==> config.mk <==
export PLATFORM = sky130hd
export DESIGN_NAME = uart_cmd_parser
export DESIGN_NICKNAME = d
export VERILOG_FILES = /design/src/rtl/uart_cmd_parser.sv
export SDC_FILE = /design/constraint.sdc
export NUM_CORES = 1
export LEC_CHECK = 0
export BUFFER_PORTS_ARGS = -buffer_cell sky130_fd_sc_hd__buf_2
export CORE_MARGIN = 3
export CORE_UTILIZATION = 55
export CTS_BUF_LIST = sky130_fd_sc_hd__clkbuf_2 sky130_fd_sc_hd__clkbuf_4 sky130_fd_sc_hd__clkbuf_8
export CTS_CLUSTER_DIAMETER = 50
export DETAILED_ROUTE_END_ITERATION = 8
export GPL_ROUTABILITY_DRIVEN = 0
export MAX_ROUTING_LAYER = met4
export PLACE_DENSITY = 0.84
export SYNTH_ARGS = -nofsm -noshare
export SYNTH_HDL_FRONTEND = slang
export SYNTH_SLANG_ARGS = --single-unit
==> constraint.sdc <==
create_clock -name rxclk -period 4.58 [get_ports rxclk]
set_clock_uncertainty 0.05 [all_clocks]
set_input_delay 0.916 -clock rxclk [delete_from_list [all_inputs] [get_ports rxclk]]
set_output_delay 0.916 -clock rxclk [all_outputs]
set_load 0.005 [all_outputs]
==> src/rtl/uart_cmd_parser.sv <==
// uart_cmd_parser: drains bytes from the UART receiver and recognises host command frames
// (SYNC, CMD, LEN, payload, XOR checksum). Each good frame is held for the capture controller
// until it is acknowledged.
// Optional feature: define UART_CMD_PARSER_TIMEOUT_EN to build the inter-byte timeout counter;
// without it err_timeout is tied low and a stalled partial frame waits indefinitely.
module uart_cmd_parser #(
  parameter int unsigned MAX_LEN   = 8,
  parameter logic [7:0]  SYNC_BYTE = 8'hAA,
  parameter logic [15:0] TIMEOUT   = 16'd4096
) (
  input  logic       rxclk,
  input  logic       reset,
  input  logic [7:0] rx_data,
  input  logic       rx_empty,
  output logic       uld_rx_data,
  output logic       cmd_valid,
  input  logic       cmd_ack,
  output logic [7:0] cmd_code,
  output logic [3:0] cmd_len,
  input  logic [3:0] pld_raddr,
  output logic [7:0] pld_rdata,
  output logic       err_chk,
  output logic       err_len,
  output logic       err_timeout
);

  localparam logic [3:0] MaxLen4 = 4'(MAX_LEN);
  localparam logic [7:0] MaxLen8 = 8'(MAX_LEN);

  typedef enum logic [1:0] {FIdle, FUld, FCap} fetch_e;
  typedef enum logic [2:0] {StHunt, StCmd, StLen, StData, StChk, StHold} main_e;

  fetch_e      fstate_q, fstate_d;
  main_e       state_q, state_d;
  logic        uld_q, uld_d;
  logic [7:0]  chk_q, chk_d;
  logic [7:0]  code_q, code_d;
  logic [3:0]  len_q, len_d;
  logic [3:0]  idx_q, idx_d;
  logic [7:0]  cmd_code_q, cmd_code_d;
  logic [3:0]  cmd_len_q, cmd_len_d;
  logic        cmd_valid_q, cmd_valid_d;
  logic        err_chk_q, err_chk_d;
  logic        err_len_q, err_len_d;
  logic        pld_we;
  logic        byte_vld;
  // Entries at or beyond MAX_LEN are never written and stay zero.
  logic [7:0]  payload_q [16];

  // A fetched byte is presented to the main FSM in F_CAP.
  assign byte_vld = (fstate_q == FCap);

  // Fetch sub-FSM: no fetch may start while a frame is held.
  always_comb begin
    fstate_d = fstate_q;
    unique case (fstate_q)
      FIdle:   if (!rx_empty && (state_q != StHold)) fstate_d = FUld;
      FUld:    fstate_d = FCap;
      FCap:    fstate_d = FIdle;
      default: fstate_d = FIdle;
    endcase
    uld_d = (fstate_d == FUld);
  end

`ifdef UART_CMD_PARSER_TIMEOUT_EN
  logic [15:0] tmo_cnt_q, tmo_cnt_d;
  logic        tmo_active, tmo_fire;
  logic        err_timeout_q;

  assign tmo_active = (state_q == StCmd) || (state_q == StLen) ||
                      (state_q == StData) || (state_q == StChk);
  assign tmo_fire   = tmo_active && !byte_vld && (tmo_cnt_q == TIMEOUT - 16'd1);
  // Counter restarts on every consumed byte; entry into CMD is itself a consumed byte.
  assign tmo_cnt_d  = (!tmo_active || byte_vld || tmo_fire) ? 16'd0 : tmo_cnt_q + 16'd1;

  // Inter-byte timeout counter and its error pulse.
  always_ff @(posedge rxclk or posedge reset) begin
    if (reset) begin
      tmo_cnt_q     <= 16'd0;
      err_timeout_q <= 1'b0;
    end else begin
      tmo_cnt_q     <= tmo_cnt_d;
      err_timeout_q <= tmo_fire;
    end
  end
  assign err_timeout = err_timeout_q;
`else
  logic unused_timeout;
  assign unused_timeout = ^TIMEOUT;
  assign err_timeout    = 1'b0;
`endif

  // Main frame FSM and datapath next-state.
  always_comb begin
    state_d     = state_q;
    chk_d       = chk_q;
    code_d      = code_q;
    len_d       = len_q;
    idx_d       = idx_q;
    cmd_code_d  = cmd_code_q;
    cmd_len_d   = cmd_len_q;
    cmd_valid_d = cmd_valid_q;
    err_chk_d   = 1'b0;
    err_len_d   = 1'b0;
    pld_we      = 1'b0;
    unique case (state_q)
      StHunt: if (byte_vld && (rx_data == SYNC_BYTE)) state_d = StCmd;
      StCmd: if (byte_vld) begin
        code_d  = rx_data;
        chk_d   = rx_data;
        state_d = StLen;
      end
      StLen: if (byte_vld) begin
        chk_d = chk_q ^ rx_data;
        len_d = rx_data[3:0];
        idx_d = 4'd0;
        if (rx_data > MaxLen8) begin
          err_len_d = 1'b1;
          state_d   = StHunt;
        end else if (rx_data == 8'd0) begin
          state_d = StChk;
        end else begin
          state_d = StData;
        end
      end
      StData: if (byte_vld) begin
        pld_we = 1'b1;
        chk_d  = chk_q ^ rx_data;
        idx_d  = idx_q + 4'd1;
        if ((idx_q + 4'd1) == len_q) state_d = StChk;
      end
      StChk: if (byte_vld) begin
        if (rx_data == chk_q) begin
          cmd_code_d  = code_q;
          cmd_len_d   = len_q;
          cmd_valid_d = 1'b1;
          state_d     = StHold;
        end else begin
          err_chk_d = 1'b1;
          state_d   = StHunt;
        end
      end
      StHold: if (cmd_ack) begin
        cmd_valid_d = 1'b0;
        state_d     = StHunt;
      end
      default: state_d = StHunt;
    endcase
`ifdef UART_CMD_PARSER_TIMEOUT_EN
    if (tmo_fire) state_d = StHunt;
`endif
  end

  // State and output registers.
  always_ff @(posedge rxclk or posedge reset) begin
    if (reset) begin
      fstate_q    <= FIdle;
      state_q     <= StHunt;
      uld_q       <= 1'b0;
      chk_q       <= 8'd0;
      code_q      <= 8'd0;
      len_q       <= 4'd0;
      idx_q       <= 4'd0;
      cmd_code_q  <= 8'd0;
      cmd_len_q   <= 4'd0;
      cmd_valid_q <= 1'b0;
      err_chk_q   <= 1'b0;
      err_len_q   <= 1'b0;
    end else begin
      fstate_q    <= fstate_d;
      state_q     <= state_d;
      uld_q       <= uld_d;
      chk_q       <= chk_d;
      code_q      <= code_d;
      len_q       <= len_d;
      idx_q       <= idx_d;
      cmd_code_q  <= cmd_code_d;
      cmd_len_q   <= cmd_len_d;
      cmd_valid_q <= cmd_valid_d;
      err_chk_q   <= err_chk_d;
      err_len_q   <= err_len_d;
    end
  end

  // Payload storage; only written while a frame is being received, so stable in HOLD.
  always_ff @(posedge rxclk or posedge reset) begin
    if (reset) begin
      for (int i = 0; i < 16; i++) payload_q[i] <= 8'd0;
    end else if (pld_we && (idx_q < MaxLen4)) begin
      payload_q[idx_q] <= rx_data;
    end
  end

  assign pld_rdata   = (pld_raddr < MaxLen4) ? payload_q[pld_raddr] : 8'd0;
  assign uld_rx_data = uld_q;
  assign cmd_valid   = cmd_valid_q;
  assign cmd_code    = cmd_code_q;
  assign cmd_len     = cmd_len_q;
  assign err_chk     = err_chk_q;
  assign err_len     = err_len_q;

endmodule
======== Yosys cells after proc, flatten, opt, wreduce, memory -nomap -nowiden ========
Cells that the tools add are included.
cells by class
  eq/ne operators ......................... 21
  magnitude comparators ................... 6
  bitwise operators ....................... 3
  reductions and logical operators ........ 19
  muxes and demuxes ....................... 38
  add/subtract/negate cells ............... 1
operator list
  kind                  count
  $bwmux W128           1
  $mux W8               6
  $bmux W8 S4           1
  $demux W8 S4          1
  $mux W3               10
  $pmux W3 S6           1
  $ne A2 B2 Y1 const B  8
  $pmux W8 S2           1
  $mux W1               11
  $ge A5 B5 Y1 const B  2
  $not A4 Y5            2
  $reduce_and A3 Y1     3
  $eq A8 B8 Y1          1
  $eq A8 B8 Y1 const B  1
  $gt A8 B4 Y1 const B  1
  $logic_not A8 Y1      1
  $lt A4 B4 Y1 const B  2
  $mux W4               2
  $pmux W4 S2           1
  $xor A8 B8 Y8         1
  $reduce_and A7 Y1     1
  $eq A3 B2 Y1 const B  2
  $eq A3 B3 Y1 const B  2
  $reduce_bool A2 Y1    3
  other kinds (18)      23
word-level totals
  input port bits ......................... 16
  word-level logic and storage cells ...... 116
  flip-flop bits (word level) ............. 173
  output and inout bits ................... 25

======== Longest topological paths before layout ========
Gate-level depths: netlist (run 1).
  depth after elaboration ................. 6
  gate-level depth with buffers ........... 7
  depth with buffers taken out ............ 7

======== Worst setup path before layout (run 1) ========
No wires, ideal clock.
  path kind ............................... in2out
  start point ............................. input pld_raddr[0]
  end point ............................... output pld_rdata[5]
  path buffers ............................ 2
  arrival time ............................ 2096 ps
  stages on the path ...................... 5
  setup slack ............................. 1518 ps
  required time ........................... 3614 ps
  path through ............................ buf_2 > buf_2 > mux4_2 > mux2i_1 > nor2_1
between the ends
  cells in the longest elaborated chain, start to end .. 5
  elaborated cells on any way between the ends .. 6
  classes of those cells .................. order compare: 1; mux: 4; bitwise: 1
RTL lines
  what                                         RTL line  source
  start, declared                              20        input logic [3:0] pld_raddr,
  $not A4 Y5 (implied by the code)             194       assign pld_rdata = (pld_raddr < MaxLen4) ? payload_q[pld_raddr] : 8'd0;
  $bmux W8 S4                                  194
  $mux W8 (implied by the code) (2 in series)  194
  $mux W8 (*)                                  194
  end, declared                                21        output logic [7:0] pld_rdata,
Mark *: on every way between the ends. The rest lies on a longest branch, timed or not. The select of a mux whose other input is x is not followed.

======== Worst setup path after layout (run 1) ========
  start point ............................. input pld_raddr[0]
  end point ............................... output pld_rdata[4]
Same word-level chain as after synthesis.

==> results of run 1 <==
==> final timing paths <==
path | slack, ps | cells past startpoint | endpoint
max | 1360 | 5 | pld_rdata[4]
min | 450 | 1 | uld_rx_data
max reg2reg | 2010 | 4 | cmd_code[5]
min reg2reg | 450 | 1 | uld_rx_data
max in group asynchronous | 2800 | 3 | payload_q[115]
min in group asynchronous | 770 | 2 | payload_q[69]
==> through the flow <==
stage          cells    util  setup slack [ps]  total power [mW]  cell area, sq um
3_5_place_dp     500  0.6012              1343             2.213              5320
5_1_grt          516  0.6220              1225             2.903              5504
2_1_floorplan    372       -             740.1             2.032              5064
3_3_place_gp     500  0.6012              1379             2.156              5320
6_report         516  0.6220              1364             2.742              5504
4_1_cts          516  0.6220              1341             2.758              5504
==> logic make-up (layout without fill, tap and decap cells) <==
group,count (synthesis),count (layout),synth area share
DFF,109,109,0.5387
AOI/OAI and AO/OA,22,22,0.03014
and+or+nand+nor,76,76,0.07784
muxes,112,112,0.2827
buffers and inverters,26,62,0.02199
xor gates and xnor gates,22,22,0.03805
other,1,1,0.0007406
adders and majority gates,4,4,0.009884
==> state kept, by name (all words and copies together) (netlist names), 2 cells and up <==
name and cells:
fstate_q 2, cmd_len 4, cmd_code 8, len_q 4, chk_q 8, code_q 8
payload_q 64, state_q 3, idx_q 4
==> synthesized netlist by cell type <==
library cell / instances
sky130_fd_sc_hd__a2111oi_0: 2
sky130_fd_sc_hd__a211oi_1: 2
sky130_fd_sc_hd__a21oi_1: 3
sky130_fd_sc_hd__a22oi_1: 1
sky130_fd_sc_hd__and2b_1: 1
sky130_fd_sc_hd__buf_1: 3
sky130_fd_sc_hd__buf_2: 5
sky130_fd_sc_hd__buf_4: 2
sky130_fd_sc_hd__clkbuf_1: 10
sky130_fd_sc_hd__conb_1: 1
sky130_fd_sc_hd__dfrtp_1: 109
sky130_fd_sc_hd__ha_1: 4
sky130_fd_sc_hd__inv_1: 6
sky130_fd_sc_hd__mux2_1: 2
sky130_fd_sc_hd__mux2_2: 86
sky130_fd_sc_hd__mux2i_1: 8
sky130_fd_sc_hd__mux4_2: 16
sky130_fd_sc_hd__nand2_1: 30
sky130_fd_sc_hd__nand2_2: 8
sky130_fd_sc_hd__nand2b_1: 1
sky130_fd_sc_hd__nand3_1: 3
sky130_fd_sc_hd__nand3b_1: 1
sky130_fd_sc_hd__nand4_1: 3
sky130_fd_sc_hd__nor2_1: 14
sky130_fd_sc_hd__nor2b_1: 4
sky130_fd_sc_hd__nor3_1: 4
sky130_fd_sc_hd__nor3b_1: 1
sky130_fd_sc_hd__nor4_1: 3
sky130_fd_sc_hd__nor4_4: 1
sky130_fd_sc_hd__nor4b_4: 1
sky130_fd_sc_hd__o211ai_1: 3
sky130_fd_sc_hd__o21ai_0: 7
sky130_fd_sc_hd__o22a_1: 1
sky130_fd_sc_hd__o311ai_2: 1
sky130_fd_sc_hd__o31ai_1: 2
sky130_fd_sc_hd__or4_1: 1
sky130_fd_sc_hd__xnor2_1: 12
sky130_fd_sc_hd__xor2_1: 10
==> worst reg2reg max path: stages, from the launching register on <==
cell and delay, ps:
sky130_fd_sc_hd__dfrtp_1 610, sky130_fd_sc_hd__inv_1 340, sky130_fd_sc_hd__nand3_1 180, sky130_fd_sc_hd__nor3_2 840
sky130_fd_sc_hd__mux2_2 420
==> per-layer routing <==
| layer | GRT usage | routed length [um] |
|---|---|---|
| met1 | 0.2887 | 4425 |
| met2 | 0.3214 | 4863 |
| met3 | 0.02253 | 306 |
| met4 | 0.06862 | 161 |
| met5 | - | 0 |
==> area by class of cell <==
class	instances	area, sq um
Clock inverter	5	32.53
Fill cell	657	3344
Timing Repair Buffer	40	202.7
Multi-Input combinational cell	237	2230
Sequential cell	109	2728
Clock buffer	11	151.4
Tap cell	108	135.1
Inverter	6	25.02
==> power by group through the flow <==
stage	logic [mW]	registers [mW]	clock network, mW
CTS	0.727	1.47	0.558
finish	0.720	1.48	0.546
global route	0.793	1.51	0.598
global placement	0.687	1.47	0
detailed placement	0.723	1.49	0
floorplan	0.608	1.42	0
==> impl_metrics.py, run 1 <==
metrics = {
    "worst_setup_path": {
        "cp-start-kind": "input pin",
        "path_common_cell": "sky130_fd_sc_hd__buf_2",
        "timing_worst_setup_path_type": "input pin to primary output",
        "critical-path-slowest-cell": "sky130_fd_sc_hd__mux4_2",
        "timing.critical_path.arrival_ps": 2250,
        "critical_path.n_buffers_inverters": 2,
        "endpoint_kind": "primary output",
        "worstSetupStartpoint": "pld_raddr[0]",
        "regToRegStartpoint": "state_q[0]",
        "cpLargestDelayFamily": "multiplexers",
        "crit_chain": "buf_2 > mux4_2 > mux2i_1 > nor2_1 > buf_2",
        "max_stage_delay_ps": 570,
        "worst-path-max-fanout": 16,
        "cp.required_ps": 3610,
    },
    "finish": {
        "layout_commonest_cell": "sky130_fd_sc_hd__dfrtp_1",
        "most-common-layout-cells": "sky130_fd_sc_hd__dfrtp_1, sky130_fd_sc_hd__mux2_2, sky130_fd_sc_hd__buf_2",
        "num_antenna_cells": 0,
        "final_nets": 423,
        "syn_to_final_growth_pct": 8.698,
        "drive_gt1_frac": 0.4191,
    },
    "clocking": {
        "clock_latency_ps": 370,
        "cts-buffers-inserted": 9,
        "post-cts-setup-buffers": 0,
        "tritoncts": "built",
        "cts_num_sinks": 109,
        "cts_hold_repair.buffers": 0,
        "cts_buffer_depth": 2,
        "cts_htree_levels": 3,
        "clk_pin_slew_ps": 110,
        "cts.root.buffer_cell": "sky130_fd_sc_hd__clkbuf_8",
        "post_cts_resized": 0,
    },
    "yosys": {
        "yosys.cell_types.count": 38,
        "synth-seq-area-share": 0.5387,
        "synthCells": 372,
        "nets_in_the_synthesized_netlist": 392,
        "netlist.area_leader.share": 0.5387,
        "synth_top_area_cell": "sky130_fd_sc_hd__dfrtp_1",
        "synth_warnings": 0,
        "syn-mean-instance-area_sq_um": 13.61,
        "syn_area_sq_um": 5064,
        "synth.top_cells.by_area": "sky130_fd_sc_hd__dfrtp_1, sky130_fd_sc_hd__mux2_2, sky130_fd_sc_hd__mux4_2",
        "synth.ff_latch_count": 109,
    },
    "route": {
        "detail_route.drc_violations": 0,
        "wl_per_cell_um": 18.91,
        "vias_per_cell": 5.907,
        "firstDrtPassIters": 4,
        "drt_iter0_markers": 179,
        "wl_um": 9758,
        "vias": 3048,
        "drtAntennaViolNets": 0,
    },
    "pwr": {
        "combinational_power_share": 0.263,
        "cellPowerDensity_nw_per_um2": 498.1,
        "internal_power_mw": 1.942,
        "leakagePower_nw": 2.436,
        "pwr-share-clk": 0.199,
        "netSwitchingPower_mw": 0.7999,
        "irDropWorstVdd_v": 0.0001783,
        "power_frac_seq": 0.538,
        "switching_share": 0.2917,
    },
    "global_routing": {
        "grt_max_degree": 92,
        "grt_first_pass_wirelength_um": 16010,
        "overflow": 0,
        "gr-usage-all-layers": 0.2067,
        "antenna_found_initial": 0,
        "grt_pass1_vias": 3071,
    },
    "timing": {
        "final.setup.tns_ps": 0,
        "slew_headroom": 0.2698,
        "grt_setup_unrepaired": "no",
        "max_slew.worst_pin.slew_ps": 1095,
        "hold-worst-slack_ps": 447.7,
        "slew_violations": 0,
        "setup_viol": 0,
        "finalCriticalPeriod_ps": 3216,
        "final-hold-violation-count": 0,
        "layout_worst_path_cycle_share": 0.7023,
        "timing.fmax_mhz": 310.9,
    },
    "floorplanning": {
        "initial_core_utilization": 0.5723,
        "pin_count": 41,
        "core_area_sq_um": 8848,
        "core.rowCount": 34,
        "dieHeight_um": 102.0,
        "die_area_sq_um": 10390,
        "die_width_um": 102.0,
    },
    "status": {
        "outcome": "finished clean",
    },
    "place": {
        "port_buf_inserts": 39,
        "hpwl_um": 6479,
    },
    "min_path": {
        "hold_path_startpoint": "fstate_q[0]",
        "hold_removal_path_class": "register to register",
    },
    "job": {
        "cap_viol_max_count": 0,
    },
}
Note: power is estimated with default switching activity, not from simulation.
==> run 2: changes to the inputs <==
--- a/config.mk
+++ b/config.mk
@@ -5,6 +5,7 @@
 export SDC_FILE = /design/constraint.sdc
 export NUM_CORES = 1
 export LEC_CHECK = 0
+export ABC_AREA = 1
 export BUFFER_PORTS_ARGS = -buffer_cell sky130_fd_sc_hd__buf_2
 export CORE_MARGIN = 3
 export CORE_UTILIZATION = 55
==> constraint.sdc (replaced) <==
create_clock -name rxclk -period 3.1 [get_ports rxclk]
set_clock_uncertainty 0.05 [all_clocks]
set_input_delay 0.62 -clock rxclk [delete_from_list [all_inputs] [get_ports rxclk]]
set_output_delay 0.62 -clock rxclk [all_outputs]
set_load 0.005 [all_outputs]
==> impl_metrics.py, run 2 <==
metrics = {
    "finish": {
        "most-common-layout-cells": "sky130_fd_sc_hd__nand2_1, sky130_fd_sc_hd__dfrtp_1, sky130_fd_sc_hd__nor2_1",
        "largest_register_ffs": 64,
        "layout_commonest_cell": "sky130_fd_sc_hd__nand2_1",
        "num_antenna_cells": 0,
        "fin_util": 0.6199,
        "top_register": "payload_q",
        "drive_gt1_frac": 0.1310,
        "syn_to_final_growth_pct": 8.246,
        "final_nets": 687,
    },
    "global_routing": {
        "overflow": 0,
        "antenna_found_initial": 0,
        "grt_max_degree": 54,
        "grt_first_pass_wirelength_um": 20380,
        "grt_pass1_vias": 4269,
        "gr-usage-all-layers": 0.2365,
    },
    "worst_setup_path": {
        "timing.critical_path.arrival_ps": 1850,
        "critical-path-slowest-cell": "sky130_fd_sc_hd__inv_1",
        "timing_worst_setup_path_type": "input pin to primary output",
        "cpLargestDelayFamily": "buffers and inverters",
        "max_stage_delay_ps": 260,
        "cp-start-kind": "input pin",
        "crit_chain": "buf_2 > inv_1 > buf_4 > nor2_1 > o21ai_0 > o21ai_0 > a31oi_1 > buf_2",
        "endpoint_kind": "primary output",
        "worst-path-max-fanout": 16,
        "critical_path.n_buffers_inverters": 4,
        "cp.required_ps": 2430,
    },
    "timing": {
        "finalCriticalPeriod_ps": 2525,
        "grt_setup_unrepaired": "no",
        "final.setup.tns_ps": 0,
        "setup_viol": 0,
        "max_slew.worst_pin.slew_ps": 549.0,
        "layout_worst_path_cycle_share": 0.8144,
        "slew_violations": 0,
        "final-hold-violation-count": 0,
        "slew_headroom": 0.6332,
        "timing.fmax_mhz": 396.1,
    },
    "yosys": {
        "nets_in_the_synthesized_netlist": 661,
        "yosys.cell_count.top_type": "sky130_fd_sc_hd__nand2_1",
        "synth.top_cells.by_area": "sky130_fd_sc_hd__dfrtp_1, sky130_fd_sc_hd__nand2_1, sky130_fd_sc_hd__o21ai_0",
        "postSynth.topFlopCell": "sky130_fd_sc_hd__dfrtp_1",
        "synth-async-reset-ratio": 1.000,
        "synth.ff_latch_count": 109,
        "synth-edff-count": 0,
        "ys_top_cells_by_count": "sky130_fd_sc_hd__nand2_1, sky130_fd_sc_hd__dfrtp_1, sky130_fd_sc_hd__nor2_1, sky130_fd_sc_hd__o21ai_0, sky130_fd_sc_hd__inv_1",
        "syn-mean-instance-area_sq_um": 8.333,
        "syn_area_sq_um": 5341,
        "synth_warnings": 0,
        "yosys.cell_types.count": 32,
        "synth_top_area_cell": "sky130_fd_sc_hd__dfrtp_1",
        "synthCells": 641,
        "netlist.area_leader.share": 0.5107,
        "synth-seq-area-share": 0.5107,
    },
    "clocking": {
        "cts_hold_repair.buffers": 0,
        "post-cts-setup-buffers": 0,
        "post_cts_resized": 0,
        "clk_pin_slew_ps": 100,
        "cts_num_sinks": 109,
        "cts_buffer_depth": 2,
        "cts-buffers-inserted": 9,
        "cts.root.buffer_cell": "sky130_fd_sc_hd__clkbuf_8",
        "cts_htree_levels": 3,
        "tritoncts": "built",
        "clock_latency_ps": 390,
    },
    "route": {
        "firstDrtPassIters": 5,
        "drtAntennaViolNets": 0,
        "wl_um": 12120,
        "vias_per_cell": 5.514,
        "vias": 4417,
        "wl_per_cell_um": 15.13,
        "detail_route.drc_violations": 0,
        "drt_iter0_markers": 279,
    },
    "pwr": {
        "irDropWorstVdd_v": 0.0004147,
        "total_power_mw": 3.568,
        "cellPowerDensity_nw_per_um2": 617.1,
        "leakagePower_nw": 2.801,
    },
    "place": {
        "port_buf_inserts": 39,
        "hpwl_um": 8607,
    },
    "floorplanning": {
        "die_width_um": 104.5,
        "dieHeight_um": 104.5,
        "die_area_sq_um": 10930,
        "pin_count": 41,
        "initial_core_utilization": 0.5726,
        "core_area_sq_um": 9328,
        "core.rowCount": 35,
    },
    "status": {
        "outcome": "finished clean",
    },
    "job": {
        "cap_viol_max_count": 0,
    },
    "min_path": {
        "hold_removal_path_class": "input pin to asynchronous set/reset pin",
    },
}
[run 2: cell count changes in the layout (fill, tap and decap cells not counted), moves of 7 or more]
cell                      previous run  this run
sky130_fd_sc_hd__mux4_2             16         0
sky130_fd_sc_hd__mux2_2             86         0
sky130_fd_sc_hd__xor2_1             10         2
sky130_fd_sc_hd__o21ai_0             7        72
sky130_fd_sc_hd__nand3_1             3        20
sky130_fd_sc_hd__nor2_1             14        79
sky130_fd_sc_hd__o21ai_1             0        53
sky130_fd_sc_hd__nand2_2             8         0
sky130_fd_sc_hd__mux2i_1             8         0
sky130_fd_sc_hd__a31oi_1             0         8
sky130_fd_sc_hd__nand2_1            30       145
sky130_fd_sc_hd__nand3_4             0         7
sky130_fd_sc_hd__inv_1               5        56
[run 2: path summary, 6_finish.rpt]
check | start | to | slack [ps] | depth (start not counted)
max in group asynchronous | reset | payload_q[92] | 1980 | 3
setup / recovery | pld_raddr[0] | pld_rdata[5] | 580 | 8
hold reg to reg | payload_q[99] | payload_q[99] | 440 | 2
hold / removal | reset | payload_q[69] | 220 | 2
setup reg to reg | state_q[2] | payload_q[101] | 1050 | 5
min in group rxclk | rx_empty | fstate_q[0] | 350 | 2
[run 2: logic make-up (layout without fill, tap and decap cells)]
family | after synthesis | count (layout) | synth area share
DFF | 109 | 109 | 0.5107
adders and majority gates | 4 | 4 | 0.009370
and+or+nand+nor | 274 | 274 | 0.2321
AOI/OAI and AO/OA | 145 | 145 | 0.1431
other | 1 | 1 | 0.0007021
buffers and inverters | 94 | 125 | 0.08105
xor gates and xnor gates | 14 | 14 | 0.02296
[run 2: cell type report]
cell class	count	area (sq um)
Fill cell	816	3546
Clock inverter	6	70.07
Multi-Input combinational cell	438	2181
Clock buffer	10	137.6
Timing Repair Buffer	47	267.8
Tap cell	129	161.4
Inverter	62	236.5
Sequential cell	109	2728
[run 2: power by group]
part,internal [mW],total [mW],switching (mW)
Sequential,1.67,1.85,0.179
Combinational,0.322,0.823,0.502
Clock,0.402,0.898,0.495
Total,2.39,3.57,1.18
[run 2: routing by layer]
layer  vias to the layer above  GRT usage  share of wire
met5                         -          -              0
met4                         0    0.09592          0.027
met3                        31    0.05621          0.072
met2                       192     0.3676           0.48
met1                      2077     0.3003           0.42
li1                       2117          -              -
[run 2: per-stage QoR]
step	hold slack [ps]	instance area, sq um	instances	setup WS, ps
after CTS	239.3	5782	801	569.9
after detailed placement	418.1	5574	785	588.0
after global placement	411.0	5574	785	650.5
after floorplan	394.4	5345	641	858.8
final	220.6	5782	801	575.5
after global routing	248.3	5782	801	301.5
